## config.mk

```make
export PLATFORM = sky130hd
export DESIGN_NAME = spi_slave_ctrl
export DESIGN_NICKNAME = d
export VERILOG_FILES = /design/src/rtl/spi_pkg.sv /design/src/rtl/spi_sync.sv /design/src/rtl/spi_slave_ctrl.sv
export SDC_FILE = /design/constraint.sdc
export NUM_CORES = 1
export LEC_CHECK = 0
export BUFFER_PORTS_ARGS = -buffer_cell sky130_fd_sc_hd__clkbuf_2
export CORE_MARGIN = 2
export CORE_UTILIZATION = 56
export CTS_BUF_LIST = sky130_fd_sc_hd__clkbuf_4
export DETAILED_ROUTE_END_ITERATION = 8
export GPL_TIMING_DRIVEN = 1
export PLACE_DENSITY = 0.79
export SYNTH_ARGS = -nofsm -noshare
export SYNTH_HDL_FRONTEND = slang
export SYNTH_SLANG_ARGS = --single-unit
```

## constraint.sdc

```tcl
create_clock -name clk -period 2.1 [get_ports clk]
set_input_delay 0.21 -clock clk [delete_from_list [all_inputs] [get_ports clk]]
set_output_delay 0.21 -clock clk [all_outputs]
set_load 0.01 [all_outputs]
```

## src/rtl/spi_pkg.sv

```systemverilog
// Shared types and constants for the SPI slave controller.
// Holds the FSM state encoding, default geometry and the idle levels of the SPI pins.
package spi_pkg;

    typedef enum logic [1:0] {
        IDLE    = 2'd0,
        SHIFT   = 2'd1,
        WAIT_CS = 2'd2
    } spi_state_t;

    localparam int DEF_WIDTH       = 16;
    localparam int DEF_SYNC_STAGES = 2;

    localparam logic IDLE_CS   = 1'b1;
    localparam logic IDLE_SCLK = 1'b0;
    localparam logic IDLE_MOSI = 1'b0;

endpackage

```

## src/rtl/spi_sync.sv

```systemverilog
// One synchronizer chain for an asynchronous SPI pin, with rise/fall detection in the clk domain.
// The chain and the edge-detect flop both reset to the pin's idle level, so reset never fakes an edge.
module spi_sync #(
    parameter int   STAGES = 2,
    parameter logic INIT   = 1'b0
) (
    input  logic clk,
    input  logic rst,
    input  logic d,
    output logic q,
    output logic rise,
    output logic fall
);

    logic [STAGES-1:0] chain;
    logic              prev;

    always_ff @(posedge clk) begin
        if (rst) begin
            chain <= {STAGES{INIT}};
            prev  <= INIT;
        end else begin
            chain <= (chain << 1) | STAGES'(d);
            prev  <= chain[STAGES-1];
        end
    end

    assign q    = chain[STAGES-1];
    assign rise = q & ~prev;
    assign fall = ~q & prev;

endmodule

```

## src/rtl/spi_slave_ctrl.sv

```systemverilog
// SPI mode-0 slave (MSB first), oversampled by clk, with a single-word receive holding register.
// Define SPI_OVERRUN_EN to build the sticky overrun detector; otherwise overrun is tied low.
module spi_slave_ctrl
    import spi_pkg::*;
#(
    parameter int WIDTH       = DEF_WIDTH,
    parameter int SYNC_STAGES = DEF_SYNC_STAGES
) (
    input  logic             clk,
    input  logic             rst,
    input  logic             sclk,
    input  logic             cs,
    input  logic             mosi,
    output logic             miso,
    input  logic [WIDTH-1:0] tx_data,
    output logic [WIDTH-1:0] rx_data,
    output logic             rx_valid,
    input  logic             rx_ack,
    output logic             busy,
    output logic             frame_err,
    output logic             overrun
);

    localparam int CW = $clog2(WIDTH + 1);
    localparam int SW = $clog2(SYNC_STAGES + 2);

    logic sclk_s, sclk_rise, sclk_fall;
    logic cs_s, cs_rise, cs_fall;
    logic mosi_s, mosi_rise, mosi_fall;

    spi_sync #(.STAGES(SYNC_STAGES), .INIT(IDLE_SCLK)) u_sync_sclk (
        .clk(clk), .rst(rst), .d(sclk), .q(sclk_s), .rise(sclk_rise), .fall(sclk_fall)
    );
    spi_sync #(.STAGES(SYNC_STAGES), .INIT(IDLE_CS)) u_sync_cs (
        .clk(clk), .rst(rst), .d(cs), .q(cs_s), .rise(cs_rise), .fall(cs_fall)
    );
    spi_sync #(.STAGES(SYNC_STAGES), .INIT(IDLE_MOSI)) u_sync_mosi (
        .clk(clk), .rst(rst), .d(mosi), .q(mosi_s), .rise(mosi_rise), .fall(mosi_fall)
    );

    logic unused_sync;
    assign unused_sync = &{1'b0, sclk_s, mosi_rise, mosi_fall};

    spi_state_t       state, state_nx;
    logic [WIDTH-1:0] rx_sr, tx_sr, rx_shift;
    logic [CW-1:0]    bit_cnt;
    logic [SW-1:0]    settle_cnt;
    logic             settling, last_bit, err_done;
    logic             load_tx, start, do_rx, do_tx, word_done, err_now, err_arm;

    // A cs fall seen while the synchronizers are still settling after reset is a frame
    // already in progress, not a new one.
    assign settling = (settle_cnt != '0);
    assign last_bit = (bit_cnt == CW'(WIDTH - 1));
    assign rx_shift = {rx_sr[WIDTH-2:0], mosi_s};

    always_ff @(posedge clk) begin
        if (rst) state <= IDLE;
        else     state <= state_nx;
    end

    always_comb begin
        state_nx = state;
        case (state)
            IDLE:    if (cs_fall) state_nx = settling ? WAIT_CS : SHIFT;
            SHIFT: begin
                // The sclk edge is handled before a coincident cs rise.
                if (sclk_rise && last_bit) state_nx = cs_rise ? IDLE : WAIT_CS;
                else if (cs_rise)          state_nx = IDLE;
            end
            WAIT_CS: if (cs_rise) state_nx = IDLE;
            default: state_nx = IDLE;
        endcase
    end

    always_comb begin
        busy      = (state != IDLE);
        load_tx   = 1'b0;
        start     = 1'b0;
        do_rx     = 1'b0;
        do_tx     = 1'b0;
        word_done = 1'b0;
        err_now   = 1'b0;
        err_arm   = 1'b0;
        case (state)
            IDLE: begin
                err_arm = 1'b1;
                start   = cs_fall && !settling;
                load_tx = cs_fall && !settling;
            end
            SHIFT: begin
                do_rx     = sclk_rise;
                do_tx     = sclk_fall;
                word_done = sclk_rise && last_bit;
                err_now   = cs_rise && !(sclk_rise && last_bit);
            end
            WAIT_CS: err_now = sclk_rise && !err_done;
            default: ;
        endcase
    end

    always_ff @(posedge clk) begin
        if (rst) begin
            rx_sr      <= '0;
            tx_sr      <= '0;
            bit_cnt    <= '0;
            rx_data    <= '0;
            rx_valid   <= 1'b0;
            frame_err  <= 1'b0;
            err_done   <= 1'b0;
            settle_cnt <= SW'(SYNC_STAGES + 1);
        end else begin
            frame_err <= err_now;
            if (settling) settle_cnt <= settle_cnt - SW'(1);

            if (load_tx)    tx_sr <= tx_data;
            else if (do_tx) tx_sr <= {tx_sr[WIDTH-2:0], 1'b0};

            if (start) begin
                rx_sr   <= '0;
                bit_cnt <= '0;
            end else if (do_rx) begin
                rx_sr   <= rx_shift;
                bit_cnt <= bit_cnt + CW'(1);
            end

            if (word_done) rx_data <= rx_shift;
            // A completing word beats a simultaneous acknowledge.
            if (word_done)   rx_valid <= 1'b1;
            else if (rx_ack) rx_valid <= 1'b0;

            // Entering WAIT_CS from a settling reset mutes the over-long-frame error.
            if (err_arm)      err_done <= settling;
            else if (err_now) err_done <= 1'b1;
        end
    end

    assign miso = !cs_s && tx_sr[WIDTH-1];

`ifdef SPI_OVERRUN_EN
    logic overrun_r;
    always_ff @(posedge clk) begin
        if (rst)                                      overrun_r <= 1'b0;
        else if (word_done && rx_valid && !rx_ack)    overrun_r <= 1'b1;
    end
    assign overrun = overrun_r;
`else
    assign overrun = 1'b0;
`endif

endmodule

```

# Word level (Yosys, flattened, before mapping)
# Index checks and enable logic that the tools add are counted.
[op_classes]
bitwise_logic = 11
n_mux = 18
add_sub_neg = 2
reduce_logical = 16
n_eq_ne = 4
[op_table]
columns = ["op", "n"]
rows = [
  ["$mux W16", 2],
  ["$mux W2", 5],
  ["$reduce_bool A2 Y1", 5],
  ["$mux W1", 9],
  ["$or A2 B1 Y2", 3],
  ["$pmux W2 S3", 1],
  ["$add A5 B1 Y5 const B", 1],
  ["$eq A5 B4 Y1 const B", 1],
  ["$logic_and A1 B1 Y1", 5],
  ["$and A1 B1 Y1", 4],
  ["$logic_not A1 Y1", 4],
  ["$not A1 Y1", 4],
  ["$eq A2 B1 Y1 const B", 1],
  ["$eq A2 B2 Y1 const B", 1],
  ["$logic_not A2 Y1", 1],
  ["$ne A2 B2 Y1 const B", 1],
  ["$pmux W1 S2", 1],
  ["$reduce_or A2 Y1", 1],
  ["$sub A2 B1 Y2 const B", 1],
]
[word_totals]
out_inout_bits = 21
regBits = 67
word_cells = 65

# Longest topological paths before layout
# Gate-level depths: netlist of run 1.
[depth]
word_depth = 8
ltp_mapped = 8
ltp_nobuf = 7

# Modules after synthesis
# Synthesis of run 1 repeated with hierarchy kept, for this count alone.
[hier_totals]
cells_unflattened = 328
hier_area_um2 = 2741.4
[modules_own_cells]
columns = ["mod", "cells_per_inst", "seq_area_each_um2", "instances", "area_per_inst_um2"]
rows = [
  ["spi_slave_ctrl", 304, 1181.1, 1, 2466.1],
  ["spi_sync at u_sync_mosi ...", 8, 60.1, 2, 91.3],
  ["spi_sync at u_sync_cs", 8, 60.1, 1, 92.6],
]

# Worst setup path before layout of run 1
# No wires, ideal clock.
[synth_path]
path_type = "register to register"
startpoint = "register bit_cnt[0]"
endpoint = "register state[1]"
arrival_ns = 1.667
path_stages_with_launch = 9
path_slack_ns = 0.346
path_buffers = 1
t_required_ns = 2.013
cell_sequence = "dfxtp_1 > ha_1 > and3_1 > ha_1 > and4b_1 > buf_4 > nor2_1 > o32a_1 > nor4b_2"
[synth_between]
elab_chain_len = 4
[synth_lines]
columns = ["item", "line", "text"]
rows = [
  ["start: declaration", "spi_slave_ctrl.sv:46", "logic [CW-1:0] bit_cnt;"],
  ["start signal: assignment", "spi_slave_ctrl.sv:124", "bit_cnt <= bit_cnt + CW'(1);"],
  ["$eq A5 B4 Y1", "spi_slave_ctrl.sv:54", "assign last_bit = (bit_cnt == CW'(WIDTH - 1));"],
  ["$logic_and A1 B1 Y1", "spi_slave_ctrl.sv:68", "if (sclk_rise && last_bit) state_nx = cs_rise ? IDLE : WAIT_CS;"],
  ["$mux W2", "spi_slave_ctrl.sv:68", ""],
  ["$pmux W2 S3", "spi_slave_ctrl.sv:64", "case (state)"],
  ["end signal: assignment", "spi_slave_ctrl.sv:59", "else state <= state_nx;"],
  ["end: declaration", "spi_slave_ctrl.sv:44", "spi_state_t state, state_nx;"],
]
# No other way between the ends.
# A chain may end at the register's enable or synchronous reset.

# Final worst setup path of run 1
[layout_path]
startpoint = "register state[1]"
endpoint = "register tx_sr[5]"
[layout_between]
elab_chain_len = 3
[layout_lines]
columns = ["item", "line", "text"]
rows = [
  ["$eq A2 B1 Y1 / $logic_not A2 Y1 (equally long branches)", "spi_slave_ctrl.sv:85", "case (state)"],
  ["$mux W1", "spi_slave_ctrl.sv:85", ""],
  ["$reduce_bool A2 Y1 (no source line) / $mux W16 (equally long branches)", "n/a", ""],
  ["end signal: assignment", "spi_slave_ctrl.sv:116", "if (load_tx) tx_sr <= tx_data;"],
  ["end signal: assignment", "spi_slave_ctrl.sv:117", "else if (do_tx) tx_sr <= {tx_sr[WIDTH-2:0], 1'b0};"],
  ["end: declaration", "spi_slave_ctrl.sv:45", "logic [WIDTH-1:0] rx_sr, tx_sr, rx_shift;"],
]
# Several ways; a longest one is shown, not always the timed one.

==> impl_metrics.ini, run 1 <==
[critical_path]
worstSetupPathType = reg -> reg
slowest_stage = and3b_1
cpPeakStageDelay_ns = 0.53
startpoint = state[1]
crit_fanout = 15
path_cells = inv_1 -> ha_1 -> and3b_1 -> nand2_1 -> a311oi_1
startpoint_type = flip-flop
end_kind = flip-flop
r2r-start = state[1]
r2r_cells = 5
cp.required_ns = 2.41
worst_r2r_endpoint = tx_sr[5]
r2r_slack_ns = 0.29
arrival_ns = 2.12

[sta]
slew_viol_final = 0
min_period_ns = 1.81
hold_viol_final = 0
setup_violations = 0
finClkSkew_ns = 0.0192
fin_setup_tns_ns = 0
slew_headroom = 0.660
tightest_slew_ns = 0.509
post-route-period-util = 0.861
rsz0062_at_grt = no
hold_slack_ns = 0.0441
fin_ws_ns = 0.291
timing.fmax_mhz = 553

[worst_hold_path]
hold_end = rx_valid
hold_path_startpoint = rx_ack
holdPathStages = 3
hold_path_class = in -> reg

[routing]
wire_per_inst_um = 12.4
via_per_inst = 5.35
wl_um = 5190
via_count = 2233
drt_iter0_markers = 168
postRouteAntennaNets = 0
drt_pass1_iterations = 5
drc_errors = 0

[floorplan]
die-area_sq_mm = 0.00528
fp.dieH_um = 72.6
ios = 43
die_width_um = 72.6
start_util = 0.593
core_area_sq_mm = 0.00444
placementRows = 24

[clocking]
cts-resized-gates = 0
path_clk_slew_ns = 0.11
holdBufCountCts = 3
htreeDepth = 3
cts_buffer_depth = 2
clock-sinks = 67
cts_made_buffers = 9
post_cts_buffers = 0
tritoncts = yes
clk_latency_ns = 0.42
clock-root-buffer = clkbuf_4

[yosys]
syn_avg_cell_area_sq_um = 8.29
synthesis.area_sq_mm = 0.00264
ys_types = 33
syn_nets = 347
synthCells = 318
seq_area_frac_synth = 0.509
yosys_warnings = 0
synth-seq-cells = 67

[job]
timing.max_cap.violations = 0

[power]
power_density_mw_per_mm2 = 831
finalPower_mw = 2.57
ir_drop_mv = 0.446
power_leakage_nw = 1.20

[grt]
antenna_found_initial = 0
first_global_vias = 2041
grt_max_degree = 37
grt_overflow = 0
grt_usage = 0.220
grt_first_pass_wirelength_um = 8980

[cells_and_area]
finalNonFillerCells = 417
final_cell_mix = nand2_1, dfxtp_1, clkbuf_2
diodes = 0
final_core_util = 0.695
final_area_sq_mm = 0.00309
layout_commonest_cell = nand2_1
final_nets = 389
areaGrowthSynthToFinish_pct = 17.1
final_layout_size_suffix_gt1_frac = 0.197

[place]
place_area_sq_mm = 0.00288
dp_worst_setup_slack_ns = 0.263
io_buffers = 41
gp_congestion = 0.772
dp_hpwl_um = 3460
dp.cells = 398

[status]
status = finished clean
[report_power, final]
part	switching, mW	internal [mW]
Clock	0.473	0.600
Combinational	0.0967	0.0808
Sequential	0.0177	1.30
[logic make-up (layout without fill, tap and decap cells)]
group	count (synthesis)	count (layout)	synth area share
AND/OR/NAND/NOR	151	151	0.253
flip-flops	67	67	0.509
AO/OA/AOI/OAI	59	59	0.140
buffers and inverters	28	75	0.0465
adder cells (fa/ha/maj)	7	7	0.0332
XOR/XNOR	4	4	0.0133
other	1	1	0.00142
multiplexers	1	1	0.00380
[synthesized netlist by cell type, drive strengths merged]
cell type  number  area (sq um)
a211oi          1          7.51
a21oi          36           180
a221oi          1          8.76
a311oi         16           140
and3            1          6.26
and3b           3          26.3
and4b           1          10.0
buf             8          47.5
clkbuf         14          52.6
conb            1          3.75
dfxtp          67          1340
ha              7          87.6
inv             6          22.5
mux2i           1          10.0
nand2          97           364
nand2b          3          18.8
nand3           3          15.0
nand3b          1          7.51
nand4           3          18.8
nand4b          1          8.76
nor2           22          82.6
nor2b           9          58.8
nor3            1          5.00
nor4            1          6.26
nor4b           1          15.0
o21a            1          7.51
o21ai           3          15.0
o32a            1          10.0
or2             4          25.0
xnor2           1          8.76
xor2            3          26.3
[layout make-up]
type                            count  area, sq um
Fill cell                         361         1360
Sequential cell                    67         1340
Multi-Input combinational cell    223         1170
Timing Repair Buffer               53          303
Clock inverter                      7          116
Clock buffer                        9         67.6
Tap cell                           52         65.1
Inverter                            6         22.5
[state kept, by name, summed over array words and instances, names as in the netlist]
name / cells
u_sync_cs.chain: 2
rx_sr: 15
err_done: 1
u_sync_cs.prev: 1
u_sync_sclk.chain: 2
u_sync_sclk.prev: 1
state: 2
settle_cnt: 2
rx_valid: 1
bit_cnt: 5
rx_data: 16
u_sync_mosi.chain: 2
frame_err: 1
tx_sr: 16
[critical path: cells and delay by family, from the launching register on]
kind / cells / cell delay [ns]
AO/OA/AOI/OAI: 1 / 0.30
buffers and inverters: 1 / 0.11
flip-flops: 1 / 0.37
AND/OR/NAND/NOR: 2 / 0.65
adder cells (fa/ha/maj): 1 / 0.29
[layer usage]
metal | up-vias | global-route usage | wire length, um
li1 | 1147 | - | -
met5 | - | 0 | 0
met1 | 1028 | 0.279 | 2510
met4 | 0 | 0.117 | 131
met2 | 45 | 0.349 | 2370
met3 | 13 | 0.0497 | 187
[how the worst max path moves through the flow]
| stage | slack [ns] | endpoint | cells past startpoint |
|---|---|---|---|
| 4_1_cts | 0.26 | tx_sr[5] | 5 |
| 3_3_place_gp | 0.40 | state[1] | 7 |
| 6_report | 0.29 | tx_sr[5] | 5 |
| 5_1_grt | 0.10 | tx_sr[11] | 5 |
| 2_1_floorplan | 0.35 | state[1] | 8 |
| 3_5_place_dp | 0.26 | tx_sr[5] | 5 |
No activity file was read; power rests on OpenSTA's default activity.
==> run 2: changes to the inputs <==
--- a/config.mk
+++ b/config.mk
@@ -7,11 +7,10 @@
 export LEC_CHECK = 0
 export BUFFER_PORTS_ARGS = -buffer_cell sky130_fd_sc_hd__clkbuf_2
 export CORE_MARGIN = 2
-export CORE_UTILIZATION = 56
+export CORE_UTILIZATION = 25
 export CTS_BUF_LIST = sky130_fd_sc_hd__clkbuf_4
 export DETAILED_ROUTE_END_ITERATION = 8
 export GPL_TIMING_DRIVEN = 1
-export PLACE_DENSITY = 0.79
 export SYNTH_ARGS = -nofsm -noshare
 export SYNTH_HDL_FRONTEND = slang
 export SYNTH_SLANG_ARGS = --single-unit
==> run 2 against run 1 <==
Setup slack better by 0.023 ns; fmax is 1.3% higher; sequential power about the same; routed wire length up 4.9%; via count decreased by 1.7%; largest cell class unchanged.
==> impl_metrics.ini, run 2 (synthesized netlist as in run 1, its figures left out) <==
[routing]
via_count = 2196
drc_errors = 0
drt_iter0_markers = 118
wire_per_inst_um = 10.9
postRouteAntennaNets = 0
via_per_inst = 4.40
drt_pass1_iterations = 4
wl_um = 5440

[critical_path]
end_kind = flip-flop
slowest_stage = dfxtp_1
cpPeakStageDelay_ns = 0.39
crit_fanout = 3
path_cells = ha_1 -> and3_1 -> ha_1 -> and4b_1 -> nor2_1 -> o32a_1 -> nor4b_2
cp.required_ns = 2.43
arrival_ns = 2.12
crit_top_cell = ha_1
worstSetupPathType = reg -> reg
startpoint_type = flip-flop

[clocking]
clock-root-buffer = clkbuf_4
tritoncts = yes
clock-sinks = 67
htreeDepth = 3
cts_buffer_depth = 2
path_clk_slew_ns = 0.12
cts_made_buffers = 9
clk_latency_ns = 0.42
cts-resized-gates = 0

[sta]
tightest_slew_ns = 0.534
timing.fmax_mhz = 560
fin_setup_tns_ns = 0
hold_viol_final = 0
min_period_ns = 1.79
finClkSkew_ns = 0.0183
post-route-period-util = 0.851
slew_headroom = 0.643
rsz0062_at_grt = no
slew_viol_final = 0
setup_violations = 0
fin_ws_ns = 0.314

[power]
power_density_mw_per_mm2 = 746
ir_drop_mv = 0.312
finalPower_mw = 2.35
power_leakage_nw = 1.17

[grt]
antenna_found_initial = 0
first_global_vias = 2072
grt_overflow = 0
grt_first_pass_wirelength_um = 9290
grt_usage = 0.103
grt_max_degree = 33

[place]
dp.cells = 481
io_buffers = 41
dp_worst_setup_slack_ns = 0.331
gp_congestion = 0.717
place_area_sq_mm = 0.00299
dp_hpwl_um = 3620

[cells_and_area]
final_nets = 387
diodes = 0
layout_commonest_cell = nand2_1
final_layout_size_suffix_gt1_frac = 0.196
final_area_sq_mm = 0.00315
areaGrowthSynthToFinish_pct = 19.4
top_regs = rx_data: 16 flops, tx_sr: 16 flops, rx_sr: 15 flops
fillerInstances = 1123
final_cell_mix = nand2_1, dfxtp_1, clkbuf_2
finalNonFillerCells = 499

[job]
timing.max_cap.violations = 0

[worst_hold_path]
hold_path_class = in -> reg

[floorplan]
die-area_sq_mm = 0.0114
start_util = 0.257
ios = 43
fp.dieH_um = 107
core_area_sq_mm = 0.0103
placementRows = 37
die_width_um = 107

[status]
status = finished clean
[run 2: cell type report]
type | count | area [sq um] | share of cell area
well taps | 136 | 170 | 0.0540
repair buffers | 51 | 298 | 0.0946
clock inverters | 7 | 76.3 | 0.0242
inverters | 6 | 22.5 | 0.00715
multi-input cells | 223 | 1170 | 0.373
flip-flops and latches | 67 | 1340 | 0.426
clock buffers | 9 | 67.6 | 0.0215
[run 2: repair_timing]
action | 4_1_cts | 5_1_grt
endpoints found under the hold margin | 2 | 0
buffers inserted | 0 | 0
hold buffers | 2 | 0
[run 2: routing by layer]
| layer | global-route usage | routed length [um] | vias to the layer above |
|---|---|---|---|
| li1 | - | - | 1145 |
| met1 | 0.125 | 2510 | 992 |
| met2 | 0.162 | 2510 | 49 |
| met3 | 0.0316 | 313 | 10 |
| met4 | 0.0538 | 111 | 0 |
| met5 | 0 | 0 | - |
[run 2: critical path, delay by kind of cell, from the launching register on]
kind,cells,cell delay [ns]
flops,1,0.39
fa+ha+maj,2,0.35
compound gates,1,0.29
simple gates,4,0.68
[run 2: worst paths after layout]
kind / startpoint / end / slack, ns / cells past startpoint
hold reg to reg: u_sync_cs.chain[0] / u_sync_cs.chain[1] / 0.42 / 1
hold / removal: mosi / u_sync_mosi.chain[0] / 0.03 / 2
setup reg to reg: bit_cnt[0] / state[1] / 0.31 / 7
setup / recovery: bit_cnt[0] / state[1] / 0.31 / 7
[run 2: metrics by stage]
| stage | util | hold WS (ns) |
|---|---|---|
| 2_1_floorplan | - | 0.314 |
| 3_3_place_gp | 0.290 | 0.395 |
| 3_5_place_dp | 0.290 | 0.395 |
| 4_1_cts | 0.306 | 0.0175 |
| 5_1_grt | 0.306 | 0.0151 |
| 6_report | 0.306 | 0.0327 |
[run 2: power by group]
part | leakage (nW) | total (mW) | switching, mW | internal, mW
logic | 0.554 | 0.174 | 0.0966 | 0.0773
clock network | 0.0725 | 0.860 | 0.492 | 0.368
registers | 0.542 | 1.32 | 0.0165 | 1.30
total | 1.17 | 2.35 | 0.605 | 1.74
==> run 3: changes to the inputs <==
--- a/config.mk
+++ b/config.mk
@@ -11,6 +11,7 @@
 export CTS_BUF_LIST = sky130_fd_sc_hd__clkbuf_4
 export DETAILED_ROUTE_END_ITERATION = 8
 export GPL_TIMING_DRIVEN = 1
+export PLACE_DENSITY = 0.53
 export SYNTH_ARGS = -nofsm -noshare
 export SYNTH_HDL_FRONTEND = slang
 export SYNTH_SLANG_ARGS = --single-unit
==> run 3 against run 2 <==
Non-clock buffer count is 1 lower; register-to-register slack hardly changed; global-route usage is essentially flat; critical path depth unchanged; die area stayed put; sequential power about the same; critical endpoint unchanged; highest routed layer unchanged.
==> impl_metrics.ini, run 3 (synthesized netlist as in run 1, its figures left out) <==
[status]
status = finished clean

[grt]
grt_overflow = 0
antenna_found_initial = 0
grt_first_pass_wirelength_um = 9380
first_global_vias = 2054
grt_usage = 0.103
grt_max_degree = 32

[clocking]
clock-sinks = 67
path_clk_slew_ns = 0.11
tritoncts = yes
cts_made_buffers = 9
clk_latency_ns = 0.42
clock-root-buffer = clkbuf_4
cts_buffer_depth = 2
cts-resized-gates = 0
holdBufCountCts = 1
htreeDepth = 3
post_cts_buffers = 0

[critical_path]
worstSetupPathType = reg -> reg
cpPeakStageDelay_ns = 0.38
arrival_ns = 2.11
slowest_stage = dfxtp_1
crit_fanout = 3
critPathTopFamily = simple AND/OR/NAND/NOR gates
cp.required_ns = 2.44
path_cells = ha_1 -> and3_1 -> ha_1 -> and4b_1 -> nor2_1 -> o32a_1 -> nor4b_2
crit_top_cell = ha_1
startpoint_type = flip-flop
path_buf_inv = 0
end_kind = flip-flop

[floorplan]
core_area_sq_mm = 0.0103
placementRows = 37
die_width_um = 107
ios = 43
fp.dieH_um = 107
die-area_sq_mm = 0.0114
start_util = 0.257

[routing]
wire_per_inst_um = 10.9
drc_errors = 0
via_count = 2193
via_per_inst = 4.40
drt_iter0_markers = 116
drt_pass1_iterations = 4
postRouteAntennaNets = 0
wl_um = 5450

[cells_and_area]
final_layout_size_suffix_gt1_frac = 0.196
diodes = 0
finalNonFillerCells = 498
final_area_sq_mm = 0.00310
layout_commonest_cell = nand2_1
areaGrowthSynthToFinish_pct = 17.4
final_cell_mix = nand2_1, dfxtp_1, clkbuf_2
final_nets = 386
top_regs = rx_data: 16 flops, tx_sr: 16 flops, rx_sr: 15 flops

[power]
ir_drop_mv = 0.271
power_density_mw_per_mm2 = 711
power_leakage_nw = 1.15

[place]
dp.cells = 481
dp_worst_setup_slack_ns = 0.337
io_buffers = 41
gp_congestion = 0.784
place_area_sq_mm = 0.00297
dp_hpwl_um = 3580

[sta]
fin_setup_tns_ns = 0
finClkSkew_ns = 0.0109
tightest_slew_ns = 0.549
hold_viol_final = 0
min_period_ns = 1.78
timing.fmax_mhz = 563
rsz0062_at_grt = no
post-route-period-util = 0.846
setup_violations = 0
slew_headroom = 0.633
slew_viol_final = 0
fin_ws_ns = 0.324

[job]
timing.max_cap.violations = 0

[worst_hold_path]
hold_path_class = in -> reg
[run 3: cell count changes in the layout (fill, tap and decap cells not counted)]
cell	before	now
buf_12	1	0
buf_4	7	8
bufinv_16	1	0
clkinv_2	1	4
clkinvlp_4	2	1
dlygate4sd3_1	2	1
inv_6	1	0
[run 3: layout make-up]
| cell class | instances | area [sq um] |
|---|---|---|
| Clock inverter | 7 | 45.0 |
| Inverter | 6 | 22.5 |
| Clock buffer | 9 | 67.6 |
| Timing Repair Buffer | 50 | 275 |
| Tap cell | 136 | 170 |
| Multi-Input combinational cell | 223 | 1170 |
| Fill cell | 1153 | 7180 |
| Sequential cell | 67 | 1340 |
[run 3: worst paths after layout]
path / from / to / slack, ns / cells past startpoint
worst max-delay path: bit_cnt[0] / state[1] / 0.32 / 7
worst min-delay path: mosi / u_sync_mosi.chain[0] / 0.02 / 2
worst max register to register: bit_cnt[0] / state[1] / 0.32 / 7
worst min register to register: u_sync_cs.chain[0] / u_sync_cs.chain[1] / 0.42 / 1
[run 3: power by group]
group	switching [mW]	internal (mW)	total [mW]
registers	0.0166	1.30	1.32
clock network	0.476	0.238	0.714
logic	0.0959	0.0753	0.171
[run 3: per-layer routing]
metal | up-vias | wire length (um) | global-route usage
li1 | 1135 | - | -
met4 | 0 | 96 | 0.0390
met2 | 46 | 2400 | 0.157
met3 | 9 | 303 | 0.0419
met1 | 1003 | 2650 | 0.130
met5 | - | 0 | 0
[run 3: per-stage QoR]
step / utilization / hold slack, ns / power [mW]
2_1_floorplan: - / 0.314 / 1.46
3_3_place_gp: 0.289 / 0.398 / 1.51
3_5_place_dp: 0.289 / 0.394 / 1.52
4_1_cts: 0.301 / 0.000642 / 2.25
5_1_grt: 0.301 / 0.00587 / 2.33
6_report: 0.301 / 0.0201 / 2.20
